<file path="src/rtl/uart_pkg.sv">
// Shared UART constants: default widths, oversampling ratio and per-baud
// divisor settings for a 50 MHz reference with x16 oversampling.
package uart_pkg;

    localparam int unsigned UART_DIV_W  = 16;
    localparam int unsigned UART_FRAC_W = 4;
    localparam int unsigned UART_OS     = 16;

    // N + F/16 clocks per oversample tick at 50 MHz, x16
    localparam int unsigned UART_DIV_9600    = 325;
    localparam int unsigned UART_FRAC_9600   = 8;
    localparam int unsigned UART_DIV_19200   = 162;
    localparam int unsigned UART_FRAC_19200  = 12;
    localparam int unsigned UART_DIV_57600   = 54;
    localparam int unsigned UART_FRAC_57600  = 4;
    localparam int unsigned UART_DIV_115200  = 27;
    localparam int unsigned UART_FRAC_115200 = 2;

    typedef struct packed {
        logic [UART_DIV_W-1:0]  div;
        logic [UART_FRAC_W-1:0] frac;
    } uart_div_cfg_t;

endpackage

</file>
<file path="src/rtl/uart_frac_accum.sv">
// Fractional phase accumulator: adds Frac on each Step and registers the
// carry out, which stretches the following period by one clock.
module uart_frac_accum
    import uart_pkg::*;
#(
    parameter int unsigned FRAC_W = UART_FRAC_W
) (
    input  logic              Clk,
    input  logic              Rst_n,
    input  logic              Step,
    input  logic              Clear,
    input  logic [FRAC_W-1:0] Frac,
    output logic              Carry
);

    logic [FRAC_W-1:0] acc_q, acc_d;
    logic              carry_q, carry_d;

    always_comb begin
        acc_d   = acc_q;
        carry_d = carry_q;
        if (Clear) begin
            acc_d   = '0;
            carry_d = 1'b0;
        end else if (Step) begin
            {carry_d, acc_d} = {1'b0, acc_q} + {1'b0, Frac};
        end
    end

    always_ff @(posedge Clk or negedge Rst_n) begin
        if (!Rst_n) begin
            acc_q   <= '0;
            carry_q <= 1'b0;
        end else begin
            acc_q   <= acc_d;
            carry_q <= carry_d;
        end
    end

    assign Carry = carry_q;

endmodule

</file>
<file path="src/rtl/uart_baud_gen_frac.sv">
// UART baud generator: fractional N + F/2^FRAC_W divider producing oversample
// and bit ticks, with shadowed divisor updates and RX phase resync.
module uart_baud_gen_frac
    import uart_pkg::*;
#(
    parameter int unsigned DIV_W      = UART_DIV_W,
    parameter int unsigned FRAC_W     = UART_FRAC_W,
    parameter int unsigned OVERSAMPLE = UART_OS,
    parameter int unsigned DEF_DIV    = UART_DIV_115200,
    parameter int unsigned DEF_FRAC   = UART_FRAC_115200
) (
    input  logic                          Clk,
    input  logic                          Rst_n,
    input  logic                          Enable,
    input  logic [DIV_W-1:0]              Divisor,
    input  logic [FRAC_W-1:0]             Frac,
    input  logic                          LoadDiv,
    input  logic                          Resync,
    output logic                          OsTick,
    output logic                          BitTick,
    output logic [$clog2(OVERSAMPLE)-1:0] OsIdx,
    output logic                          CfgErr
);

    localparam int unsigned    OS_W    = $clog2(OVERSAMPLE);
    localparam logic [DIV_W:0] CNT_ONE = (DIV_W+1)'(1);

    logic [DIV_W-1:0]  div_act_q, div_act_d, div_pend_q, div_pend_d;
    logic [FRAC_W-1:0] frac_act_q, frac_act_d, frac_pend_q, frac_pend_d;
    logic              pend_v_q, pend_v_d;
    logic [DIV_W:0]    cnt_q, cnt_d;
    logic [OS_W-1:0]   os_idx_q, os_idx_d;
    logic              os_tick_q, os_tick_d;
    logic              bit_tick_q, bit_tick_d;
    logic              cfg_err_q, cfg_err_d;

    logic              ext;
    logic [DIV_W:0]    period_m1;
    logic              period_end;
    logic              src_v;
    logic [DIV_W-1:0]  div_src;
    logic [FRAC_W-1:0] frac_src;
    logic              load_act;
    logic              accum_clr;

    // A LoadDiv in this cycle feeds the copy decision directly, so it lands
    // on this edge when the copy is immediate (idle, halted or resync).
    always_comb begin
        period_m1  = {1'b0, div_act_q} + {{DIV_W{1'b0}}, ext} - CNT_ONE;
        period_end = Enable && !cfg_err_q && (cnt_q >= period_m1);
        src_v      = LoadDiv || pend_v_q;
        div_src    = LoadDiv ? Divisor : div_pend_q;
        frac_src   = LoadDiv ? Frac : frac_pend_q;
        load_act   = src_v && (period_end || !Enable || cfg_err_q || Resync);
        accum_clr  = Resync || load_act || cfg_err_q;
    end

    always_comb begin
        div_pend_d  = div_pend_q;
        frac_pend_d = frac_pend_q;
        pend_v_d    = pend_v_q;
        div_act_d   = div_act_q;
        frac_act_d  = frac_act_q;
        if (LoadDiv) begin
            div_pend_d  = Divisor;
            frac_pend_d = Frac;
            pend_v_d    = 1'b1;
        end
        if (load_act) begin
            div_act_d  = div_src;
            frac_act_d = frac_src;
            pend_v_d   = 1'b0;
        end
        cfg_err_d = (div_act_d == '0);

        cnt_d = cnt_q;
        if (Resync || load_act || cfg_err_q || period_end) begin
            cnt_d = '0;
        end else if (Enable) begin
            cnt_d = cnt_q + CNT_ONE;
        end

        os_idx_d = os_idx_q;
        if (Resync) begin
            os_idx_d = '0;
        end else if (period_end) begin
            os_idx_d = os_idx_q + OS_W'(1);
        end
        if (cfg_err_d) begin
            os_idx_d = '0;
        end

        os_tick_d  = period_end;
        bit_tick_d = period_end && (os_idx_d == '1);
    end

    uart_frac_accum #(
        .FRAC_W(FRAC_W)
    ) u_accum (
        .Clk   (Clk),
        .Rst_n (Rst_n),
        .Step  (period_end),
        .Clear (accum_clr),
        .Frac  (frac_act_q),
        .Carry (ext)
    );

    always_ff @(posedge Clk or negedge Rst_n) begin
        if (!Rst_n) begin
            div_act_q   <= DIV_W'(DEF_DIV);
            frac_act_q  <= FRAC_W'(DEF_FRAC);
            div_pend_q  <= DIV_W'(DEF_DIV);
            frac_pend_q <= FRAC_W'(DEF_FRAC);
            pend_v_q    <= 1'b0;
            cnt_q       <= '0;
            os_idx_q    <= '0;
            os_tick_q   <= 1'b0;
            bit_tick_q  <= 1'b0;
            cfg_err_q   <= 1'b0;
        end else begin
            div_act_q   <= div_act_d;
            frac_act_q  <= frac_act_d;
            div_pend_q  <= div_pend_d;
            frac_pend_q <= frac_pend_d;
            pend_v_q    <= pend_v_d;
            cnt_q       <= cnt_d;
            os_idx_q    <= os_idx_d;
            os_tick_q   <= os_tick_d;
            bit_tick_q  <= bit_tick_d;
            cfg_err_q   <= cfg_err_d;
        end
    end

    assign OsTick  = os_tick_q;
    assign BitTick = bit_tick_q;
    assign OsIdx   = os_idx_q;
    assign CfgErr  = cfg_err_q;

endmodule
</file>
<file path="config.mk">
export PLATFORM = sky130hd
export DESIGN_NAME = uart_baud_gen_frac
export DESIGN_NICKNAME = d
export VERILOG_FILES = /design/src/rtl/uart_pkg.sv /design/src/rtl/uart_frac_accum.sv /design/src/rtl/uart_baud_gen_frac.sv
export SDC_FILE = /design/constraint.sdc
export NUM_CORES = 1
export LEC_CHECK = 0
export CORE_MARGIN = 3
export CORE_UTILIZATION = 58
export DETAILED_ROUTE_END_ITERATION = 7
export PLACE_DENSITY = 0.81
export SYNTH_ARGS = -nofsm -noshare
export SYNTH_HDL_FRONTEND = slang
export SYNTH_SLANG_ARGS = --single-unit
</file>
<file path="constraint.sdc">
create_clock -name Clk -period 3.9 [get_ports Clk]
set_clock_uncertainty 0.05 [all_clocks]
set_input_delay 0.585 -clock Clk [delete_from_list [all_inputs] [get_ports Clk]]
set_output_delay 0.585 -clock Clk [all_outputs]
set_load 0.02 [all_outputs]
</file>
Yosys cells after proc, flatten, opt, wreduce, memory -nomap -nowiden
Cells that the tools add are included.
Storage, ports and cells
  bits in registers: 70
  output and inout bits: 7
  word-level logic and storage cells: 50
Cells by class
  add/sub/neg operators: 5
  $lt $le $gt $ge: 1
  eq/ne operators: 1
  multiplexer cells: 14
  reductions and logical operators: 17
Operators with widths (number)
  17-bit 2-to-1 mux: 2
  16-bit 2-to-1 mux: 2
  4-bit 2-to-1 mux: 6
  16-bit by 1-bit adder with 17-bit output: 1
  17-bit by 1-bit adder with 17-bit output (second input constant): 1
  17-bit >= comparator: 1
  17-bit by 1-bit subtractor with 17-bit output (second input constant): 1
  16-bit zero test: 1
  1-bit logical OR: 7
  2-bit nonzero test: 3
  4-bit by 4-bit adder with 5-bit output: 1
  4-bit by 1-bit adder with 4-bit output (second input constant): 1
  4-bit equality test (second input constant): 1
  1-bit logical AND: 4
  1-bit 2-to-1 mux: 4
  1-bit zero test: 2

Logic depth before layout (Yosys ltp)
Gate-level depths: netlist of run 1.
  depth after elaboration: 13
  depth in mapped cells: 14

Cells and area by module
From an unflattened synthesis of run 1, not the netlist that was laid out.
Second synthesis, totals
  cell total of the unflattened synthesis: 364
  area, all modules: 3897.5 µm²
Modules (own cells, without submodules)
  uart_baud_gen_frac: times used 1, cells each 331, area each 3550.9 µm², seq. area each 1639.1 µm²
  uart_frac_accum: times used 1, cells each 33, area each 346.6 µm², seq. area each 125.1 µm²

Worst setup path after synthesis of run 1
Ideal clock, no wire load.
  path kind: register to register
  from: register div_act_q[5]
  to: register cfg_err_q, in the netlist CfgErr
  setup time: 0.125 ns
  data arrival time: 3.152 ns
  required time: 3.725 ns
  path slack: 0.572 ns
  stages on the path, launching flop included: 13
  path through: dfrtp_1 -> or4_4 -> nor3_2 -> nand2_1 -> xor2_1 -> ha_1 -> and3_4 -> a221o_1 -> a221oi_2 -> o21a_4 -> a21oi_2 -> buf_6 -> mux2_4
On the way
  cells in the longest elaborated chain, start to end: 10
Ends and longest elaborated chain
  from (decl): RTL line uart_baud_gen_frac.sv:28  | logic [DIV_W-1:0] div_act_q, div_act_d, div_pend_q, div_pend_d;
  from (signal assigned): RTL line uart_baud_gen_frac.sv:110  | div_act_q <= DIV_W'(DEF_DIV);
  from (signal assigned): RTL line uart_baud_gen_frac.sv:121  | div_act_q <= div_act_d;
  16-bit by 1-bit adder with 17-bit output: RTL line uart_baud_gen_frac.sv:49  | period_m1 = {1'b0, div_act_q} + {{DIV_W{1'b0}}, ext} - CNT_ONE;
  17-bit by 1-bit subtractor with 17-bit output: RTL line uart_baud_gen_frac.sv:49
  17-bit >= comparator: RTL line uart_baud_gen_frac.sv:50  | period_end = Enable && !cfg_err_q && (cnt_q >= period_m1);
  1-bit logical AND: RTL line uart_baud_gen_frac.sv:50
  1-bit logical OR (3 in a row): RTL line uart_baud_gen_frac.sv:54  | load_act = src_v && (period_end || !Enable || cfg_err_q || Resync);
  1-bit logical AND: RTL line uart_baud_gen_frac.sv:54
  16-bit 2-to-1 mux *: RTL line uart_baud_gen_frac.sv:69  | if (load_act) begin
  16-bit zero test *: RTL line uart_baud_gen_frac.sv:74  | cfg_err_d = (div_act_d == '0);
  net cfg_err_d: RTL line uart_baud_gen_frac.sv:35  | logic cfg_err_q, cfg_err_d;
  to (signal assigned): RTL line uart_baud_gen_frac.sv:130  | cfg_err_q <= cfg_err_d;
  to (decl): RTL line uart_baud_gen_frac.sv:35
Mark *: on every way through the listed nets, which the timed path passes. The rest lies on a longest branch.
A chain may end at the register's enable or synchronous reset.

Final worst setup path of run 1
Same ends and word-level chain as after synthesis.

==> results of run 1 <==
==> registers in the layout, indices dropped and copies added, names as in the netlist <==
register,cells
pend_v_q,1
u_accum.Carry,1
CfgErr,1
u_accum.acc_q,4
BitTick,1
OsTick,1
cnt_q,17
frac_act_q,4
div_pend_q,16
frac_pend_q,4
div_act_q,16
OsIdx,4
==> kinds of logic (layout without fill, tap and decap cells) <==
kind of cell,Yosys count,in the layout,share of synthesized area
compound gates,45,45,0.0769
xor+xnor,33,33,0.0734
flops,70,70,0.448
buf+inv,20,62,0.0238
mux,43,43,0.143
fa+ha+maj,26,26,0.0845
simple gates,115,115,0.151
==> power groups by stage <==
stage               clock network (mW)  registers, mW  logic [mW]
global placement                     0          0.873       0.303
detailed placement                   0          0.877       0.316
global route                     0.761          0.876       0.352
CTS                              0.728          0.864       0.319
floorplan                            0          0.857       0.231
finish                           0.724          0.866       0.317
==> area by class of cell <==
type / count / area (um2)
Clock buffer: 9 / 124
Sequential cell: 70 / 1760
Multi-Input combinational cell: 262 / 2090
Fill cell: 449 / 1880
Tap cell: 77 / 96.3
Inverter: 8 / 30.0
Clock inverter: 7 / 120
Timing Repair Buffer: 38 / 358
==> worst paths after layout <==
check	startpoint	to
max	div_act_q[5]$_DFF_PN0_	CfgErr$_DFF_PN0_
min	Rst_n	div_pend_q[8]$_DFF_PN0_
max reg2reg	div_act_q[5]$_DFF_PN0_	CfgErr$_DFF_PN0_
min reg2reg	frac_pend_q[3]$_DFF_PN0_	frac_pend_q[3]$_DFF_PN0_
max in group asynchronous	Rst_n	u_accum.Carry$_DFFE_PN0N_
min in group Clk	frac_pend_q[3]$_DFF_PN0_	frac_pend_q[3]$_DFF_PN0_
==> through the flow <==
stage	std cells	hold slack, ns
floorplan	352	0.239
global placement	453	0.434
detailed placement	453	0.438
CTS	469	0.405
global route	471	0.438
finish	471	0.377
==> placed cells by master, fill, tap and decap left out, drive strengths merged, types with 10 or more instances in the layout <==
cell	count
clkdlybuf4s50	30
nor4	10
xor2	14
inv	10
mux2	42
nand3	10
dfstp	10
xnor2	19
nand2	18
dfrtp	60
o21ai	12
ha	25
nor2	20
a21oi	14
nand4	11
nor3	29
==> metal layers <==
metal  part of all wire  routed length [um]  global-route usage
met4              0.025                 208               0.113
met5                  0                   0                   0
met1               0.45                3790               0.319
met2               0.49                4070               0.382
met3              0.032                 264              0.0410
==> timing repair <==
item / in CTS / in global routing
gates resized for setup: 0 / 1
buffers inserted: 0 / 2
setup endpoints to repair: 0 / 22
==> summary.md, run 1 <==
| Metric | Value |
|---|---|
| Count leader, synth | `dfrtp_1` |
| Cts hold-fix bufs | `0` |
| Startpoint types | `register` |
| Clock sinks | `70` |
| CP Depth | `12` |
| Syn_nets | `approximately 400` |
| Post-Place Cell Area | `approximately 4300 um2` |
| Distinct cells, synth | `45` |
| Total of max-cap violations | `0` |
| Switching share of total power | `0.267` |
| Fin. max-slew vios | `0` |
| Layout cell share with drive strength beyond 1 | `0.213` |
| Place WS | `roughly 0.18 ns` |
| Setup WS post-layout | `around 0.22 ns` |
| Drt wl/cell | `about 18 um` |
| Final wirelength | `about 8.3 mm` |
| Die ar. | `between 7000 and 8000 um2` |
| Register area share after synthesis | `0.448` |
| Ant. Diodes | `0` |
| Crit-path max cell delay | `~0.55 ns` |
| CP required | `between 4 and 5 ns` |
| PortBufs | `31` |
| Clock-pin transition on the worst setup and hold timing paths | `~0.080 ns` |
| CTS tree | `yes` |
| Vias in the first global route | `a little under 3000` |
| GRT Util Overall | `0.239` |
| YS warnings | `0` |
| Die Ht | `~90 um` |
| Slew margin rel. | `0.419` |
| DRC | `0` |
| Ys async rst share | `1.00` |
| Fmax | `approximately 270 MHz` |
| Status | `finished, final reports clean` |
| Syn Area/Cell | `approximately 11 um2` |
| Cell Chain, Critical Path | `or4_4 > nor3_4 > nand2_1 > xor2_1 > ha_1 > and3_4 > a221o_1 > a221oi_2 > o21a_4 > a21oi_2 > buf_4 > mux2_4` |
| Initial Util | `0.610` |
| Worst-Skew Late Latency | `0.36 ns` |
| Die width | `~88 um` |
| Worst setup path category | `register to register` |
| Synth top cells by count | `60 x dfrtp_1, 28 x nor3_1, 25 x ha_1` |
| Worst Reg-to-Reg Cells | `12` |
| Post-synth top area share | `0.381` |
| RSZ-0062 raised after global routing | `false` |
| Num CTS Buffers | `9` |
| Sum of negative setup slack | `0 ns` |
| NumNets Final | `440` |
| Clock power share | `0.380` |
| IO Pins | `32` |
| Final non-filler cell area | `around 4600 um2` |
| Yosys reg bits | `70` |
| Net Switching | `roughly 0.51 mW` |
| First-pass GRT wire length | `around 14 mm` |
| Worst path bufs/invs | `1` |
| Synth Instances | `about 350` |
| Maximum vdd drop | `slightly above 0.0003 V` |
| Total congestion overflow | `0` |
| Final period util | `0.944` |
| Synth area leaders | `dfrtp_1 38%, mux2_4 8.0%, ha_1 7.9%` |
| Crit path DAT | `about 3.9 ns` |
| Total core area | `6460 um2` |
| DRT antenna net count | `0` |
| Total power draw | `approximately 1.9 mW` |
| Layout overhead on the synthesized area | `16.3%` |
| FP Rows | `29` |
| DR vias | `approximately 2800` |
| Cell taking the most area after synthesis | `dfrtp_1` |
| Pleak | `1.97 nW` |
| Primary FF master, synth | `dfrtp_1` |
| Slew @ Worst Pin | `~0.87 ns` |
| Post-Synthesis Cell Area | `slightly below 4000 um2` |
| Endpoints failing hold | `0` |
| Worst-case clock buffer depth | `2` |
| Final min period | `between 3 and 4 ns` |
| Initial antenna violation count | `0` |
| Layout Utilization | `0.709` |
| Root buf cell | `clkbuf_8` |
| HP Class | `primary input to async pin` |
| Largest net degree at the start of global routing | `about 70` |
| Crit Path Max Fanout | `21` |
| EDFF count, synth | `0` |
| Register share of total power | `0.454` |
| Reg-to-reg slack, setup | `about 0.22 ns` |
| PwrDens | `~420 nW/um2` |
| Combinational power share | `0.166` |
| Initial DRC Count | `approximately 150` |
| Top delay family on crit path | `simple AND/OR/NAND/NOR gates` |
| Detailed Place HPWL | `between 5 and 6 mm` |
| DR vias/cell | `6.03` |
| Drt pass-1 iters | `4` |
| Kind of capture point of the worst setup path | `register` |
| Final Setup Violations | `0` |
| Power Internal | `approximately 1.4 mW` |
| Final GP Congestion | `~0.84` |
| CP max stage cell | `or4_4` |
| CTS HTree Levels | `3` |
Note: power is estimated with default switching activity, not from simulation.
==> run 2, diff against run 1 <==
--- a/config.mk
+++ b/config.mk
@@ -7,8 +7,10 @@
 export LEC_CHECK = 0
 export CORE_MARGIN = 3
 export CORE_UTILIZATION = 58
+export CTS_CLUSTER_DIAMETER = 30
 export DETAILED_ROUTE_END_ITERATION = 7
 export PLACE_DENSITY = 0.81
+export SETUP_SLACK_MARGIN = 0.5
 export SYNTH_ARGS = -nofsm -noshare
 export SYNTH_HDL_FRONTEND = slang
 export SYNTH_SLANG_ARGS = --single-unit
==> run 2 against run 1 <==
  * Critical path depth up 1
  * Clock-buffer cell count did not move
  * Via count rose by 5.8%
  * Die area did not move
  * Worst setup slack improved by 0.093 ns
  * Hold slack lost 0.023 ns
  * Sequential share of layout area is 3.1 points lower
  * First-iteration DRC count up 44%
  * Routed wire length up 12%
  * Critical path type unchanged
  * Largest power group unchanged
  * Highest routed layer unchanged
==> summary.md, run 2 (synthesis results as in run 1) <==
| Metric | Value |
|---|---|
| Status | `finished, final reports clean` |
| Die Ht | `88.4 um (unchanged)` |
| HP Class | `primary input to async pin` |
| Vias in the first global route | `2987 (+0.71%)` |
| CTS tree | `yes` |
| GRT Util Overall | `0.241 (+0.00216)` |
| Final wirelength | `9.35 mm (+12%)` |
| Layout cell share with drive strength beyond 1 | `0.326 (+0.113)` |
| Endpoints failing hold | `0 (unchanged)` |
| RSZ-0062 raised after global routing | `true` |
| Sum of negative setup slack | `0 ns (unchanged)` |
| Total of max-cap violations | `0 (unchanged)` |
| DR vias/cell | `6.23 (+3.4%)` |
| CTS HTree Levels | `3 (unchanged)` |
| Total congestion overflow | `0 (unchanged)` |
| Worst-case clock buffer depth | `2 (unchanged)` |
| Cts hold-fix bufs | `0 (unchanged)` |
| Fin. max-slew vios | `0 (unchanged)` |
| FILL cells | `374 (-17%)` |
| Crit-path max cell delay | `0.56 ns (about the same)` |
| CP max stage cell | `or4_4` |
| Slew @ Worst Pin | `0.957 ns (+0.0856 ns)` |
| Max reg flops | `17 (unchanged)` |
| Root buf cell | `clkbuf_8` |
| Final period util | `0.920 (-0.0238)` |
| Initial antenna violation count | `0 (unchanged)` |
| Num CTS Buffers | `9 (unchanged)` |
| Clock-pin transition on the worst setup and hold timing paths | `0.08 ns (about the same)` |
| Ant. Diodes | `0 (unchanged)` |
| Final min period | `3.59 ns (-0.0929 ns)` |
| DRC | `0 (unchanged)` |
| Slew margin rel. | `0.361 (-0.0584)` |
| Startpoint types | `register` |
| Most common cell after layout, fill and taps aside | `dfrtp_1` |
| Final GP Congestion | `0.844 (unchanged)` |
| Die ar. | `7820 um2 (unchanged)` |
| Multi-input logic area | `2360 um2 (+13%)` |
| Largest net degree at the start of global routing | `71 (unchanged)` |
| Maximum vdd drop | `0.000334 V (+10%)` |
| Initial Util | `0.610 (unchanged)` |
| Total power draw | `1.97 mW (+3.2%)` |
| Drt wl/cell | `19.4 um (+9.6%)` |
| Worst-Skew Late Latency | `0.36 ns (about the same)` |
| First-pass GRT wire length | `14.4 mm (+0.82%)` |
| DR vias | `3004 (+5.8%)` |
| Kind of capture point of the worst setup path | `register` |
| Initial DRC Count | `213 (+44%)` |
| Crit path DAT | `3.78 ns (-0.09 ns)` |
| Worst setup path category | `register to register` |
| Layout overhead on the synthesized area | `26.5%` |
| Pleak | `2.07 nW (+5.4%)` |
| Clock sinks | `70 (unchanged)` |
| Worst path bufs/invs | `1 (unchanged)` |
| Regs by FF count | `cnt_q (17), div_act_q (16), div_pend_q (16)` |
| Register area | `1760 um2 (unchanged)` |
| FP Rows | `29 (unchanged)` |
| DRT antenna net count | `0 (unchanged)` |
| Final Setup Violations | `0 (unchanged)` |
| CP required | `4.10 ns (about the same)` |
| Leading cell types in the layout, fill and taps excluded | `60 x dfrtp_1, 30 x clkdlybuf4s50_1, 25 x ha_1, 21 x mux2_2, 21 x mux2_4` |
| Fmax | `279 MHz (+2.6%)` |
| Crit Path Max Fanout | `10 (-52%)` |
| Largest Register | `cnt_q` |
| PortBufs | `31 (unchanged)` |
| NumNets Final | `451 (+2.5%)` |
| Detailed Place HPWL | `5.84 mm (unchanged)` |
| PwrDens | `395 nW/um2 (-5.1%)` |
| Top delay family on crit path | `simple AND/OR/NAND/NOR gates` |
| Drt pass-1 iters | `5 (+1)` |
| Die width | `88.4 um (unchanged)` |
| Total core area | `6460 um2 (unchanged)` |
| IO Pins | `32 (unchanged)` |
| Cell Chain, Critical Path | `or4_4 > nor3_4 > nand2_2 > nor3_1 > xnor2_1 > ha_1 > a21oi_1 > nand2_1 > a31oi_2 > o21a_4 > a21oi_4 > clkbuf_16 > mux2_4` |
[run 2: path summary, 6_finish.rpt]
path / to / slack, ns / cells after the start / from
max in group asynchronous: cnt_q[15]$_DFFE_PN0P_ / 2.84 / 2 / Rst_n
setup / recovery: div_act_q[7]$_DFF_PN0_ / 0.31 / 13 / div_act_q[4]$_DFF_PN1_
setup reg to reg: div_act_q[7]$_DFF_PN0_ / 0.31 / 13 / div_act_q[4]$_DFF_PN1_
hold reg to reg: frac_pend_q[3]$_DFF_PN0_ / 0.46 / 1 / frac_pend_q[3]$_DFF_PN0_
min in group Clk: frac_pend_q[3]$_DFF_PN0_ / 0.46 / 1 / frac_pend_q[3]$_DFF_PN0_
hold / removal: div_pend_q[8]$_DFF_PN0_ / 0.35 / 2 / Rst_n
[run 2: worst reg2reg max path, cell delays in order, from the launching register on]
cell	delay [ns]
dfstp_2	0.39
or4_4	0.56
nor3_4	0.23
nand2_2	0.12
nor3_1	0.21
xnor2_1	0.16
ha_1	0.29
a21oi_1	0.24
nand2_1	0.12
a31oi_2	0.28
o21a_4	0.24
a21oi_4	0.09
clkbuf_16	0.21
mux2_4	0.29
[run 2: per-layer routing]
metal | global-route usage | share of wire | wire length (um) | vias to the layer above
met5 | 0 | 0 | 0 | -
met1 | 0.317 | 0.42 | 3970 | 1482
met4 | 0.113 | 0.028 | 265 | 0
met2 | 0.391 | 0.50 | 4630 | 114
li1 | - | - | - | 1382
met3 | 0.0419 | 0.052 | 483 | 26
[run 2: per-stage QoR]
step | cell area (um2) | setup slack, ns | std cells | hold slack (ns) | utilization
after global placement | 4320 | 0.264 | 453 | 0.434 | 0.668
after detailed placement | 4320 | 0.179 | 453 | 0.438 | 0.668
after global routing | 4980 | 0.176 | 482 | 0.426 | 0.771
final | 4980 | 0.311 | 482 | 0.355 | 0.771
after CTS | 4620 | 0.393 | 472 | 0.405 | 0.715
after floorplan | 3940 | 0.572 | 352 | 0.239 | -
[run 2: what timing repair did]
action / in CTS / in global routing
cloned: 0 / 3
hold endpoints to repair: 0 / 0
setup endpoints to repair: 45 / 50
gates resized for setup: 8 / 55
pin swaps: 1 / 19
buffers inserted: 3 / 7
[run 2: power breakdown]
part | internal, mW | leakage [nW] | switching, mW
clock | 0.428 | 0.120 | 0.302
combinational | 0.193 | 1.08 | 0.176
sequential | 0.799 | 0.874 | 0.0709
[run 2: layout make-up]
type,instances,share of cell area
repair buffers,49,0.0982
clock buffers,9,0.0249
clock inverters,7,0.0241
inverters,8,0.00603
well taps,77,0.0193
multi-input cells,262,0.473
flip-flops and latches,70,0.354
==> run 3, diff against run 2 <==
--- a/config.mk
+++ b/config.mk
@@ -7,7 +7,6 @@
 export LEC_CHECK = 0
 export CORE_MARGIN = 3
 export CORE_UTILIZATION = 58
-export CTS_CLUSTER_DIAMETER = 30
 export DETAILED_ROUTE_END_ITERATION = 7
 export PLACE_DENSITY = 0.81
 export SETUP_SLACK_MARGIN = 0.5
==> results of run 3 <==
The final DEF is identical to that of run 2; final timing and power are the same.
